**src/rtl/lsu_if.sv**
```systemverilog
// ----------------------------------------------------------------------------
// lsu_if: signal bundle between the EX stage, the load/store unit and the
// Wishbone-classic data bus.
//
// Handshake: the EX stage presents a request (ex_valid with ex_mem_read or
// ex_mem_write) and must hold it while stall=1. The op retires on the
// cycle where wb_valid or fault pulses (stall=0). On the bus side, the LSU
// holds cyc/stb and all request fields stable until the slave answers with
// bus_ack or bus_err for one cycle.
//
// Modports:
//   master : load/store unit side (drives stall, results and the bus request)
//   slave  : environment side (EX stage and bus slave)
// dbg_state exposes the LSU FSM state (0 IDLE, 1 REQ, 2 DONE).
// ----------------------------------------------------------------------------
interface lsu_if;
   logic        ex_valid;
   logic        ex_mem_read;
   logic        ex_mem_write;
   logic [2:0]  ex_funct3;
   logic [31:0] ex_addr;
   logic [31:0] ex_wdata;
   logic        stall;
   logic        wb_valid;
   logic [31:0] wb_rdata;
   logic        fault;
   logic [1:0]  fault_cause;
   logic        bus_cyc;
   logic        bus_stb;
   logic        bus_we;
   logic [31:0] bus_adr;
   logic [3:0]  bus_sel;
   logic [31:0] bus_dat_o;
   logic [31:0] bus_dat_i;
   logic        bus_ack;
   logic        bus_err;
   logic [1:0]  dbg_state;

   modport master (
      input  ex_valid, ex_mem_read, ex_mem_write, ex_funct3, ex_addr, ex_wdata,
      input  bus_dat_i, bus_ack, bus_err,
      output stall, wb_valid, wb_rdata, fault, fault_cause,
      output bus_cyc, bus_stb, bus_we, bus_adr, bus_sel, bus_dat_o,
      output dbg_state
   );

   modport slave (
      output ex_valid, ex_mem_read, ex_mem_write, ex_funct3, ex_addr, ex_wdata,
      output bus_dat_i, bus_ack, bus_err,
      input  stall, wb_valid, wb_rdata, fault, fault_cause,
      input  bus_cyc, bus_stb, bus_we, bus_adr, bus_sel, bus_dat_o,
      input  dbg_state
   );
endinterface

```
**src/rtl/lsu.sv**
```systemverilog
// ----------------------------------------------------------------------------
// lsu: load/store unit behind the rv32i execute stage.
//
// Takes the ALU result as effective address, runs one Wishbone-classic cycle
// per load/store and stalls the pipeline until it completes. Sub-word loads
// are aligned and sign/zero extended. Misaligned accesses, illegal ops and
// bus errors retire as a one-cycle fault pulse with a cause code.
//
// Ports:
//   clk    : system clock
//   reset  : synchronous, active-high reset
//   io     : lsu_if.master (EX request, stall, writeback, fault, Wishbone bus)
//
// Parameter TIMEOUT_CYCLES (1..65535): REQ cycles without ack/err before the
// cycle is aborted. Only active when the macro LSU_TIMEOUT_EN is defined;
// otherwise REQ waits indefinitely.
//
// Fault causes: 01 misaligned, 10 bus error/timeout, 11 illegal op.
// ----------------------------------------------------------------------------
module lsu #(
   parameter int unsigned TIMEOUT_CYCLES = 255
) (
   input  logic  clk,
   input  logic  reset,
   lsu_if.master io
);

   if (TIMEOUT_CYCLES < 1 || TIMEOUT_CYCLES > 65535) begin : g_bad_timeout
      $error("lsu: TIMEOUT_CYCLES out of range 1..65535");
   end

   typedef enum logic [1:0] {
      IDLE = 2'd0,
      REQ  = 2'd1,
      DONE = 2'd2
   } state_e;

   state_e      state_q, state_d;
   logic        cyc_q, cyc_d;
   logic        we_q, we_d;
   logic [31:0] adr_q, adr_d;
   logic [3:0]  sel_q, sel_d;
   logic [31:0] dat_o_q, dat_o_d;
   logic [2:0]  f3_q, f3_d;
   logic [1:0]  off_q, off_d;
   logic        wb_valid_q, wb_valid_d;
   logic [31:0] rdata_q, rdata_d;
   logic        fault_q, fault_d;
   logic [1:0]  cause_q, cause_d;

`ifdef LSU_TIMEOUT_EN
   localparam logic [15:0] TMO_LAST = 16'(TIMEOUT_CYCLES - 1);
   logic [15:0] tmo_q, tmo_d;
`endif

   logic        req;
   logic        illegal;
   logic        misaligned;
   logic [3:0]  lane_sel;
   logic [31:0] lane_dat;

   // Shift the addressed lane down to bit 0, then extend per funct3.
   function automatic logic [31:0] load_extend(input logic [2:0]  f3,
                                               input logic [1:0]  off,
                                               input logic [31:0] d);
      logic [31:0] s;
      s = d >> {off, 3'b000};
      case (f3)
         3'b000:  load_extend = {{24{s[7]}}, s[7:0]};
         3'b001:  load_extend = {{16{s[15]}}, s[15:0]};
         3'b100:  load_extend = {24'd0, s[7:0]};
         3'b101:  load_extend = {16'd0, s[15:0]};
         default: load_extend = s;
      endcase
   endfunction

   assign req = io.ex_valid & (io.ex_mem_read | io.ex_mem_write);

   always_comb begin
      illegal = 1'b0;
      if (io.ex_mem_read & io.ex_mem_write) begin
         illegal = 1'b1;
      end else if (io.ex_mem_read) begin
         illegal = (io.ex_funct3 == 3'b011) | (io.ex_funct3 == 3'b110) |
                   (io.ex_funct3 == 3'b111);
      end else if (io.ex_mem_write) begin
         illegal = (io.ex_funct3 >= 3'b011);
      end
   end

   always_comb begin
      misaligned = 1'b0;
      lane_sel   = 4'b1111;
      lane_dat   = io.ex_wdata;
      case (io.ex_funct3[1:0])
         2'b00: begin
            lane_sel = 4'b0001 << io.ex_addr[1:0];
            lane_dat = {4{io.ex_wdata[7:0]}};
         end
         2'b01: begin
            misaligned = io.ex_addr[0];
            lane_sel   = io.ex_addr[1] ? 4'b1100 : 4'b0011;
            lane_dat   = {2{io.ex_wdata[15:0]}};
         end
         default: begin
            misaligned = (io.ex_addr[1:0] != 2'b00);
         end
      endcase
   end

   // Next-state and next-output logic. Result pulses default low so they
   // last exactly the DONE cycle; bus request fields default to hold.
   always_comb begin
      state_d    = state_q;
      cyc_d      = cyc_q;
      we_d       = we_q;
      adr_d      = adr_q;
      sel_d      = sel_q;
      dat_o_d    = dat_o_q;
      f3_d       = f3_q;
      off_d      = off_q;
      wb_valid_d = 1'b0;
      rdata_d    = 32'd0;
      fault_d    = 1'b0;
      cause_d    = 2'b00;
`ifdef LSU_TIMEOUT_EN
      tmo_d      = tmo_q;
`endif
      case (state_q)
         IDLE: begin
            if (req) begin
               if (illegal) begin
                  fault_d = 1'b1;
                  cause_d = 2'b11;
                  state_d = DONE;
               end else if (misaligned) begin
                  fault_d = 1'b1;
                  cause_d = 2'b01;
                  state_d = DONE;
               end else begin
                  cyc_d   = 1'b1;
                  we_d    = io.ex_mem_write;
                  adr_d   = {io.ex_addr[31:2], 2'b00};
                  sel_d   = lane_sel;
                  dat_o_d = io.ex_mem_write ? lane_dat : 32'd0;
                  f3_d    = io.ex_funct3;
                  off_d   = io.ex_addr[1:0];
                  state_d = REQ;
`ifdef LSU_TIMEOUT_EN
                  tmo_d   = 16'd0;
`endif
               end
            end
         end
         REQ: begin
            // err outranks ack; an ack outranks timeout expiry.
            if (io.bus_err) begin
               cyc_d   = 1'b0;
               fault_d = 1'b1;
               cause_d = 2'b10;
               state_d = DONE;
            end else if (io.bus_ack) begin
               cyc_d      = 1'b0;
               wb_valid_d = 1'b1;
               rdata_d    = we_q ? 32'd0 : load_extend(f3_q, off_q, io.bus_dat_i);
               state_d    = DONE;
            end
`ifdef LSU_TIMEOUT_EN
            else if (tmo_q == TMO_LAST) begin
               cyc_d   = 1'b0;
               fault_d = 1'b1;
               cause_d = 2'b10;
               state_d = DONE;
            end else begin
               tmo_d = tmo_q + 16'd1;
            end
`endif
         end
         DONE: begin
            // EX inputs are ignored here; the pipeline advances on this edge.
            state_d = IDLE;
         end
         default: begin
            state_d = IDLE;
         end
      endcase
   end

   always_ff @(posedge clk) begin
      if (reset) begin
         state_q    <= IDLE;
         cyc_q      <= 1'b0;
         we_q       <= 1'b0;
         adr_q      <= 32'd0;
         sel_q      <= 4'd0;
         dat_o_q    <= 32'd0;
         f3_q       <= 3'd0;
         off_q      <= 2'd0;
         wb_valid_q <= 1'b0;
         rdata_q    <= 32'd0;
         fault_q    <= 1'b0;
         cause_q    <= 2'd0;
`ifdef LSU_TIMEOUT_EN
         tmo_q      <= 16'd0;
`endif
      end else begin
         state_q    <= state_d;
         cyc_q      <= cyc_d;
         we_q       <= we_d;
         adr_q      <= adr_d;
         sel_q      <= sel_d;
         dat_o_q    <= dat_o_d;
         f3_q       <= f3_d;
         off_q      <= off_d;
         wb_valid_q <= wb_valid_d;
         rdata_q    <= rdata_d;
         fault_q    <= fault_d;
         cause_q    <= cause_d;
`ifdef LSU_TIMEOUT_EN
         tmo_q      <= tmo_d;
`endif
      end
   end

   // Stall is combinational in IDLE so the accept cycle already holds EX;
   // it is forced low while reset is asserted.
   assign io.stall       = ~reset & (((state_q == IDLE) & req) | (state_q == REQ));
   assign io.wb_valid    = wb_valid_q;
   assign io.wb_rdata    = rdata_q;
   assign io.fault       = fault_q;
   assign io.fault_cause = cause_q;
   assign io.bus_cyc     = cyc_q;
   assign io.bus_stb     = cyc_q;
   assign io.bus_we      = we_q;
   assign io.bus_adr     = adr_q;
   assign io.bus_sel     = sel_q;
   assign io.bus_dat_o   = dat_o_q;
   assign io.dbg_state   = state_q;

endmodule

```
**src/flat_wrapper.sv**
```systemverilog
// flat-port wrapper written by rule: the top's interface ports become plain ports
module lsu_flat 
#(
   parameter int unsigned TIMEOUT_CYCLES = 255
)
  (clk, reset, io_ex_valid, io_ex_mem_read, io_ex_mem_write, io_ex_funct3, io_ex_addr, io_ex_wdata, io_bus_dat_i, io_bus_ack, io_bus_err, io_stall, io_wb_valid, io_wb_rdata, io_fault, io_fault_cause, io_bus_cyc, io_bus_stb, io_bus_we, io_bus_adr, io_bus_sel, io_bus_dat_o, io_dbg_state);
  lsu_if io_i ();
  input  logic clk;
  input  logic reset;
  input wire logic [$bits(io_i.ex_valid)-1:0] io_ex_valid;
  input wire logic [$bits(io_i.ex_mem_read)-1:0] io_ex_mem_read;
  input wire logic [$bits(io_i.ex_mem_write)-1:0] io_ex_mem_write;
  input wire logic [$bits(io_i.ex_funct3)-1:0] io_ex_funct3;
  input wire logic [$bits(io_i.ex_addr)-1:0] io_ex_addr;
  input wire logic [$bits(io_i.ex_wdata)-1:0] io_ex_wdata;
  input wire logic [$bits(io_i.bus_dat_i)-1:0] io_bus_dat_i;
  input wire logic [$bits(io_i.bus_ack)-1:0] io_bus_ack;
  input wire logic [$bits(io_i.bus_err)-1:0] io_bus_err;
  output wire logic [$bits(io_i.stall)-1:0] io_stall;
  output wire logic [$bits(io_i.wb_valid)-1:0] io_wb_valid;
  output wire logic [$bits(io_i.wb_rdata)-1:0] io_wb_rdata;
  output wire logic [$bits(io_i.fault)-1:0] io_fault;
  output wire logic [$bits(io_i.fault_cause)-1:0] io_fault_cause;
  output wire logic [$bits(io_i.bus_cyc)-1:0] io_bus_cyc;
  output wire logic [$bits(io_i.bus_stb)-1:0] io_bus_stb;
  output wire logic [$bits(io_i.bus_we)-1:0] io_bus_we;
  output wire logic [$bits(io_i.bus_adr)-1:0] io_bus_adr;
  output wire logic [$bits(io_i.bus_sel)-1:0] io_bus_sel;
  output wire logic [$bits(io_i.bus_dat_o)-1:0] io_bus_dat_o;
  output wire logic [$bits(io_i.dbg_state)-1:0] io_dbg_state;
  assign io_i.ex_valid = io_ex_valid;
  assign io_i.ex_mem_read = io_ex_mem_read;
  assign io_i.ex_mem_write = io_ex_mem_write;
  assign io_i.ex_funct3 = io_ex_funct3;
  assign io_i.ex_addr = io_ex_addr;
  assign io_i.ex_wdata = io_ex_wdata;
  assign io_i.bus_dat_i = io_bus_dat_i;
  assign io_i.bus_ack = io_bus_ack;
  assign io_i.bus_err = io_bus_err;
  assign io_stall = io_i.stall;
  assign io_wb_valid = io_i.wb_valid;
  assign io_wb_rdata = io_i.wb_rdata;
  assign io_fault = io_i.fault;
  assign io_fault_cause = io_i.fault_cause;
  assign io_bus_cyc = io_i.bus_cyc;
  assign io_bus_stb = io_i.bus_stb;
  assign io_bus_we = io_i.bus_we;
  assign io_bus_adr = io_i.bus_adr;
  assign io_bus_sel = io_i.bus_sel;
  assign io_bus_dat_o = io_i.bus_dat_o;
  assign io_dbg_state = io_i.dbg_state;
  lsu #(.TIMEOUT_CYCLES(TIMEOUT_CYCLES)) u_core (.clk(clk), .reset(reset), .io(io_i));
endmodule
```
**config.mk**
```make
export PLATFORM = sky130hd
export DESIGN_NAME = lsu_flat
export DESIGN_NICKNAME = d
export VERILOG_FILES = /design/src/rtl/lsu_if.sv /design/src/rtl/lsu.sv /design/src/flat_wrapper.sv
export SDC_FILE = /design/constraint.sdc
export NUM_CORES = 1
export LEC_CHECK = 0
export CORE_MARGIN = 8
export CORE_UTILIZATION = 45
export DETAILED_ROUTE_END_ITERATION = 16
export GPL_TIMING_DRIVEN = 0
export MAX_ROUTING_LAYER = met4
export PLACE_DENSITY = 0.88
export SYNTH_ARGS = -nofsm -noshare
export SYNTH_HDL_FRONTEND = slang
export SYNTH_SLANG_ARGS = --single-unit
```
**constraint.sdc**
```tcl
create_clock -name clk -period 2.8 [get_ports clk]
set_input_delay 0.56 -clock clk [delete_from_list [all_inputs] [get_ports clk]]
set_output_delay 0.56 -clock clk [all_outputs]
set_load 0.1 [all_outputs]
```
==> results of run 1 <==
-- cells in the mapped netlist (5+ instances only) --
cell	number
sky130_fd_sc_hd__mux2i_1	41
sky130_fd_sc_hd__clkbuf_1	27
sky130_fd_sc_hd__nand3_1	38
sky130_fd_sc_hd__nand2b_1	5
sky130_fd_sc_hd__nor2b_1	8
sky130_fd_sc_hd__dfxtp_1	111
sky130_fd_sc_hd__o2bb2ai_1	17
sky130_fd_sc_hd__o21ai_0	61
sky130_fd_sc_hd__and2_1	7
sky130_fd_sc_hd__nor2_1	23
sky130_fd_sc_hd__buf_6	5
sky130_fd_sc_hd__nand2_1	23
sky130_fd_sc_hd__nor4_1	9
sky130_fd_sc_hd__a21oi_1	67
sky130_fd_sc_hd__buf_2	16
sky130_fd_sc_hd__nand4_1	8
sky130_fd_sc_hd__a211oi_1	15
sky130_fd_sc_hd__a31o_2	5
-- report_power, final --
group	total (mW)	leakage (nW)	switching, mW	internal, mW
sequential	1.63	0.897	0.0186	1.61
clock	1.02	0.103	0.568	0.455
combinational	0.837	1.57	0.544	0.293
total	3.49	2.57	1.13	2.36
-- routing by layer --
layer  vias up  GRT usage  wire length (um)
met2       284      0.392              8070
li1       2367          -                 -
met1      2355      0.286              7330
met4         0     0.0743               393
met3        30     0.0775              1620
met5         -          -                 0
-- final cells by class --
type / instances / share of cell area
inverters: 4 / 0.00206
flip-flops and latches: 111 / 0.305
clock buffers: 10 / 0.0189
plain buffers: 53 / 0.0373
clock inverters: 6 / 0.0105
repair buffers: 211 / 0.290
multi-input cells: 362 / 0.312
well taps: 136 / 0.0234
-- per-stage QoR --
| step | instances | power (mW) | setup WS, ps | setup TNS [ps] |
|---|---|---|---|---|
| 2_1_floorplan | 530 | 2.18 | 297 | 0 |
| 3_3_place_gp | 877 | 2.48 | -467 | -467 |
| 3_5_place_dp | 877 | 2.49 | -519 | -519 |
| 4_1_cts | 893 | 3.50 | 1.07 | 0 |
| 5_1_grt | 893 | 3.62 | 145 | 0 |
| 6_report | 893 | 3.49 | 172 | 0 |
-- cell families (layout without fill, tap and decap cells) --
group / after synthesis / after routing / share of synthesized area
compound gates: 183 / 183 / 0.235
simple gates: 135 / 135 / 0.149
mux: 42 / 42 / 0.0885
other cells: 1 / 2 / 0.000787
buf+inv: 57 / 284 / 0.0602
flops: 111 / 111 / 0.467
-- registers in the layout, indices dropped and copies added, names as in the netlist --
register               cells
u_core.io.wb_valid         1
u_core.io.bus_adr         30
u_core.io.fault            1
u_core.off_q               2
u_core.f3_q                3
u_core.io.dbg_state        2
u_core.io.bus_we           1
u_core.io.fault_cause      2
u_core.io.bus_cyc          1
u_core.io.bus_dat_o       32
u_core.io.wb_rdata        32
u_core.io.bus_sel          4
-- worst paths after layout --
path | from | end | slack (ps) | cells after the start
hold reg to reg | u_core.io.bus_dat_o[10] | u_core.io.bus_dat_o[10] | 480 | 1
setup / recovery | io_ex_mem_write | io_stall | 170 | 4
setup reg to reg | u_core.off_q[1] | u_core.io.wb_rdata[23] | 790 | 6
hold / removal | u_core.io.bus_dat_o[10] | u_core.io.bus_dat_o[10] | 480 | 1
-- worst max-delay path, cell delays in order --
cell	delay, ps
sky130_fd_sc_hd__clkdlybuf4s50_1	480
sky130_fd_sc_hd__o21ai_2	430
sky130_fd_sc_hd__a21oi_4	110
sky130_fd_sc_hd__clkdlybuf4s15_2	480
-- timing repair --
item,4_1_cts,5_1_grt
gates resized for setup,3,1
endpoints found under the setup margin,1,1
hold buffers,0,0
==> flow_results.org, run 1 <==
** Run status
- Outcome :: complete, no violations

** Logic synthesis
- Synth area leaders :: sky130_fd_sc_hd__dfxtp_1 (47%), sky130_fd_sc_hd__mux2i_1 (8.6%), sky130_fd_sc_hd__a21oi_1 (7.0%)
- Of the post-synthesis cell area, the dominant cell type holds 0.467.
- Unique masters post-synth :: 48
- Averaged over all synthesized cells, the footprint is 9.00 um2.
- Predominant post-synthesis flop cell :: sky130_fd_sc_hd__dfxtp_1
- Counting every instance in the synthesized netlist gives approximately 530.
- Fraction of the yosys area taken by sequential cells :: 0.467
- Number of synthesized register bits :: 111
- Async set-or-reset flop fraction in the synthesized netlist :: 0
- The synthesized design contains 0 enable-type register cells.
- Leading area contributor after synthesis :: sky130_fd_sc_hd__dfxtp_1
- The Yosys step of the flow raised 0 warnings.
- Post-synthesis cell area :: 4760 um2

** Power and ir drop
- In this run the static leakage power is 2.57 nW.
- Pwr dens :: ~480 nW/um2
- Across the VDD grid, the largest voltage drop is about 0.32 mV.

** Drt
- The pre-antenna-repair detailed-routing pass consisted of 5 iterations.
- Detailed-route wire length :: roughly 17,000 um
- WL per Instance :: 19.5 um
- Dividing the detail-routed via count by the number of cells gives around 5.6.
- After the first detailed-routing iteration, the DRC count stood at ~370.
- Residual DRC count :: 0
- For this block, the via count after detailed routing is 5,036.
- Number of routed nets with antenna violations :: 0

** STA
- Peak clock frequency supported by timing :: 380 MHz
- In this run the tightest slew margin relative to its limit is 0.288.
- Period minus WS final :: 2630 ps
- Clock Skew :: 10.5 ps
- Slew at the pin with the worst max-slew slack :: 1060 ps
- The final number of max-transition violations was 0.
- Finish-stage setup viols :: 0
- Setup repair after global routing left no endpoint under its margin.
- Final worst path period share :: 0.939
- Hold timing on the final database bottoms out at a slack of roughly 480 ps.
- Final hold violation count :: 0

** Finish
- Number of nets in the final layout :: between 800 and 900
- Relative to the synthesized area, the layout overhead comes to 52.8%.
- Area of the multi-input gates :: 2270 um2
- Number of filler cells placed in the layout :: between 700 and 800
- Highest-count cells in the layout ignoring fill and taps :: sky130_fd_sc_hd__clkdlybuf4s50_1 (210), sky130_fd_sc_hd__dfxtp_1 (111), sky130_fd_sc_hd__a21oi_1 (66)
- The number of antenna diodes in the final layout is 0.
- Of the cells placed in the final design, the portion with a size suffix greater than 1 is 0.0793.
- Leaving out fill and tap cells, the most frequent cell in the layout is sky130_fd_sc_hd__clkdlybuf4s50_1.
- Seq. cell area :: 2220 um2
- Final core utilization :: 0.705
- The finished cells cover about 7300 um2.

** Placement
- Count of input and output buffers :: between 200 and 250
- RD Place Congestion :: roughly 0.9
- Post-placement cell area :: 7060 um2
- HPWL after detailed placement :: 13,700 um

** Die
- The die covers 14,100 um2.
- The die is 119 um wide.
- I/O pin total :: between 200 and 250
- Die outline height :: between 100 and 150 um
- Rows :: 37
- For this configuration, the core starts out at a cell density of 0.461.
- Core area :: ~10,000 um2

** Flow run
- The tool flagged a number of max-cap violations equal to 0.

** GRT
- The via count of the first global-routing pass came to 5,287.
- Entering global routing, the biggest net connects 20 pins.
- The initial antenna violation count was 0.
- Global routing finished with a remaining overflow of 0.
- First-pass GRT wire length :: 27,300 um
- Total track usage :: 0.244

** CTS
- Maximum level of the CTS H-tree :: 3
- The clock passes through at most 2 buffers.
- Clock slew at the register clock pins of the worst setup and hold paths :: 110 ps
- TritonCTS built the clock tree.
- Counting the buffers created by CTS gives 9.
- Clock tree synthesis found a total of 111 sinks.
- Clk Latency, worst-skew pair :: approximately 360 ps
- Once the clock tree was built, the setup fixing pass inserted 0 buffers.
- Buffer cell driving the clock tree root :: sky130_fd_sc_hd__clkbuf_8

** Worst setup path
- For the worst setup path, the data required time is approximately 2200 ps.
- Critical path startpoint category :: input pin
- Data arrival, critical path :: 2070 ps
- Endpoint kind of the worst setup timing path :: primary output
- The critical path is of the in2out type.
- Critical path fanouts, max :: 6

** Hold path
- In this run the worst hold path is classified as reg2reg.
Note: power is estimated with default switching activity, not from simulation.
==> run 2: changes to the inputs <==
==> constraint.sdc (replaced) <==
create_clock -name clk -period 3.2 [get_ports clk]
set_input_delay 0.64 -clock clk [delete_from_list [all_inputs] [get_ports clk]]
set_output_delay 0.64 -clock clk [all_outputs]
set_load 0.1 [all_outputs]
==> flow_results.org, run 2 (same netlist as run 1, synthesis figures left out) <==
** STA
- The number of endpoints with negative hold slack in the final report is 0 (unchanged).
- The final setup violation count was 0 (unchanged).
- Unrepaired setup endpoints after global routing :: no
- Slew at the pin with the worst max-slew slack :: 1070 ps (+0.822 ps)
- Final worst path period share :: 0.896
- The setup TNS came to 0 ps (unchanged).
- The headroom to the max-slew limit came to 0.287 (-0.000550).
- The worst-case clock skew was 9.61 ps (-0.910 ps).
- The final number of max-transition violations was 0 (unchanged).
- Counting I/O delays and the setup requirement, the final critical path takes 2870 ps.
- Peak clock frequency supported by timing :: 349 MHz

** CTS
- The total clock buffers created by CTS is 9 (unchanged).
- The clock latency at the later pin of the worst-skew pair came to 370 ps (about the same).
- TritonCTS built the clock tree.
- CTS Hold Bufs :: 0 (unchanged)
- Buffer cell driving the clock tree root :: sky130_fd_sc_hd__clkbuf_8
- Maximum level of the CTS H-tree :: 3 (unchanged)
- Buffers inserted during post-CTS setup optimization :: 0 (unchanged)
- Clock slew at the register clock pins of the worst setup and hold paths :: 100 ps (about the same)
- CTS Sinks :: 111 (unchanged)
- CTS-repair resized insts :: 1 (-2)
- The clock tree buffer depth was 2 (unchanged).

** Drt
- DRT Pass-1 Iters :: 5 (unchanged)
- Number of routed nets with antenna violations :: 0 (unchanged)
- The number of remaining DRC errors came to 0 (unchanged).
- Post-detailed-route via-to-cell ratio :: 5.59 (-0.83%)
- The starting DRC count in detailed routing came to 493 (+32%).
- Vias after detailed routing :: 4,994 (-0.83%)
- WL per Instance :: 19.7 um (+1.2%)
- The overall routed net length came to 17,600 um (+1.2%).

** Finish
- Number of nets in the final layout :: 858 (unchanged)
- Summed area of non-filler cells in the final layout :: 7230 um2 (-0.65%)
- Most common library cell in the layout ignoring fill and taps :: sky130_fd_sc_hd__clkdlybuf4s50_1
- Layout-stage area growth over the synthesis result :: 51.8%
- Diodes inserted :: 0 (unchanged)
- Leaving out fill and tap cells, the most frequent cells in the layout are sky130_fd_sc_hd__clkdlybuf4s50_1 (210), sky130_fd_sc_hd__dfxtp_1 (111), sky130_fd_sc_hd__a21oi_1 (66).
- Final core utilization :: 0.701 (-0.00461)
- Share of cells above drive strength 1 :: 0.0753 (-0.00396)
- Number of filler cells placed in the layout :: 762 (-4.4%)

** Die
- The top-level I/O count came to 216 (unchanged).
- The overall die area was 14,100 um2 (unchanged).
- The core footprint came to 10,300 um2 (unchanged).
- Rows :: 37 (unchanged)
- The height of the die was 119 um (unchanged).
- Initial core utilization :: 0.461 (unchanged)
- Die Span X :: 119 um (unchanged)

** GRT
- First-pass GRT wire length :: 27,800 um (+1.7%)
- Number of global-route vias before repair :: 5,263 (-0.45%)
- Total track usage :: 0.250 (+0.00669)
- The initial antenna violation count was 0 (unchanged).
- The residual overflow from global routing came to 0 (unchanged).
- The maximum number of pins on one net before global-route repair was 18 (-10%).

** Worst setup path
- Data arrival, critical path :: 2230 ps (+160 ps)
- Critical path startpoint category :: input pin
- The critical path is of the in2out type.
- Required time at the endpoint of the critical path :: 2560 ps (+320 ps)
- Endpoint kind of the worst setup timing path :: primary output
- The highest net fanout along the worst path was 6 (unchanged).

** Power and ir drop
- Net Sw Frac :: 0.326 (+0.00225)
- Lkg Pwr :: 2.56 nW (-0.54%)
- The combinational share of power is 0.246 (+0.006).
- The net switching power is 0.967 mW (-14%).
- The total power per unit cell area came to 410 nW/um2 (-14%).
- The internal power is 2.00 mW (-15%).
- Clock network fraction of design power :: 0.273 (-0.020)
- The largest voltage drop on the vdd net was 0.263 mV (-17%).
- The sequential fraction of design power was 0.481 (+0.014).

** Placement
- The half-perimeter wire length after placement is 13,700 um (+0.47%).
- The standard cell area after detailed placement is 7050 um2 (-0.11%).
- Count of input and output buffers :: 211 (unchanged)
- The final estimated routing congestion in global placement was 0.936 (+2.0%).

** Hold path
- In this run the worst hold path is classified as reg2reg.

** Run status
- Outcome :: complete, no violations

** Flow run
- The max-cap check violation count is 0 (unchanged).
## run 2: path summary, 6_finish.rpt
kind	start	to	slack, ps	cells past startpoint
worst min register to register	u_core.io.bus_dat_o[8]	u_core.io.bus_dat_o[8]	480	1
worst min-delay path	u_core.io.bus_dat_o[8]	u_core.io.bus_dat_o[8]	480	1
worst max register to register	u_core.off_q[1]	u_core.io.wb_rdata[22]	1130	6
worst max-delay path	io_ex_mem_write	io_stall	330	4
## run 2: power by group through the flow
stage	combinational (mW)	clock, mW	sequential [mW]
6_report	0.730	0.809	1.43
5_1_grt	0.767	0.890	1.43
4_1_cts	0.724	0.821	1.43
3_5_place_dp	0.721	0	1.46
3_3_place_gp	0.709	0	1.46
2_1_floorplan	0.240	0	1.66
## run 2: cell type report
class / count / area (um2) / share of cell area
Inverter: 4 / 15.0 / 0.00208
Timing Repair Buffer: 211 / 2110 / 0.291
Tap cell: 136 / 170 / 0.0235
Clock inverter: 3 / 25.0 / 0.00346
Multi-Input combinational cell: 362 / 2260 / 0.313
Sequential cell: 111 / 2220 / 0.307
Buffer: 53 / 272 / 0.0375
Clock buffer: 13 / 159 / 0.0220
## run 2: through the flow
step	cells	setup WS, ps	hold slack [ps]	total power, mW
6_report	893	331	479	2.97
5_1_grt	893	308	493	3.09
4_1_cts	893	27.4	476	2.97
3_5_place_dp	877	-254	449	2.18
3_3_place_gp	877	-205	446	2.17
2_1_floorplan	530	293	463	1.90
## run 2: layer usage
layer	global-route usage	part of all wire	up-vias
met5	-	0	-
met4	0.0988	0.031	0
met3	0.100	0.10	39
met2	0.400	0.46	277
met1	0.275	0.40	2312
li1	-	-	2366
## run 2: worst max-delay path, cell delays in order
cell and delay (ps):
sky130_fd_sc_hd__clkdlybuf4s50_1 450, sky130_fd_sc_hd__o21ai_1 560, sky130_fd_sc_hd__a21oi_2 160, sky130_fd_sc_hd__clkbuf_2 410
==> run 3: changes to the inputs <==
--- a/config.mk
+++ b/config.mk
@@ -11,6 +11,7 @@
 export GPL_TIMING_DRIVEN = 0
 export MAX_ROUTING_LAYER = met4
 export PLACE_DENSITY = 0.88
+export SLEW_MARGIN = 20
 export SYNTH_ARGS = -nofsm -noshare
 export SYNTH_HDL_FRONTEND = slang
 export SYNTH_SLANG_ARGS = --single-unit
==> results of run 3 <==
Same layout as run 2: the final DEF is identical, and so are final timing and power.
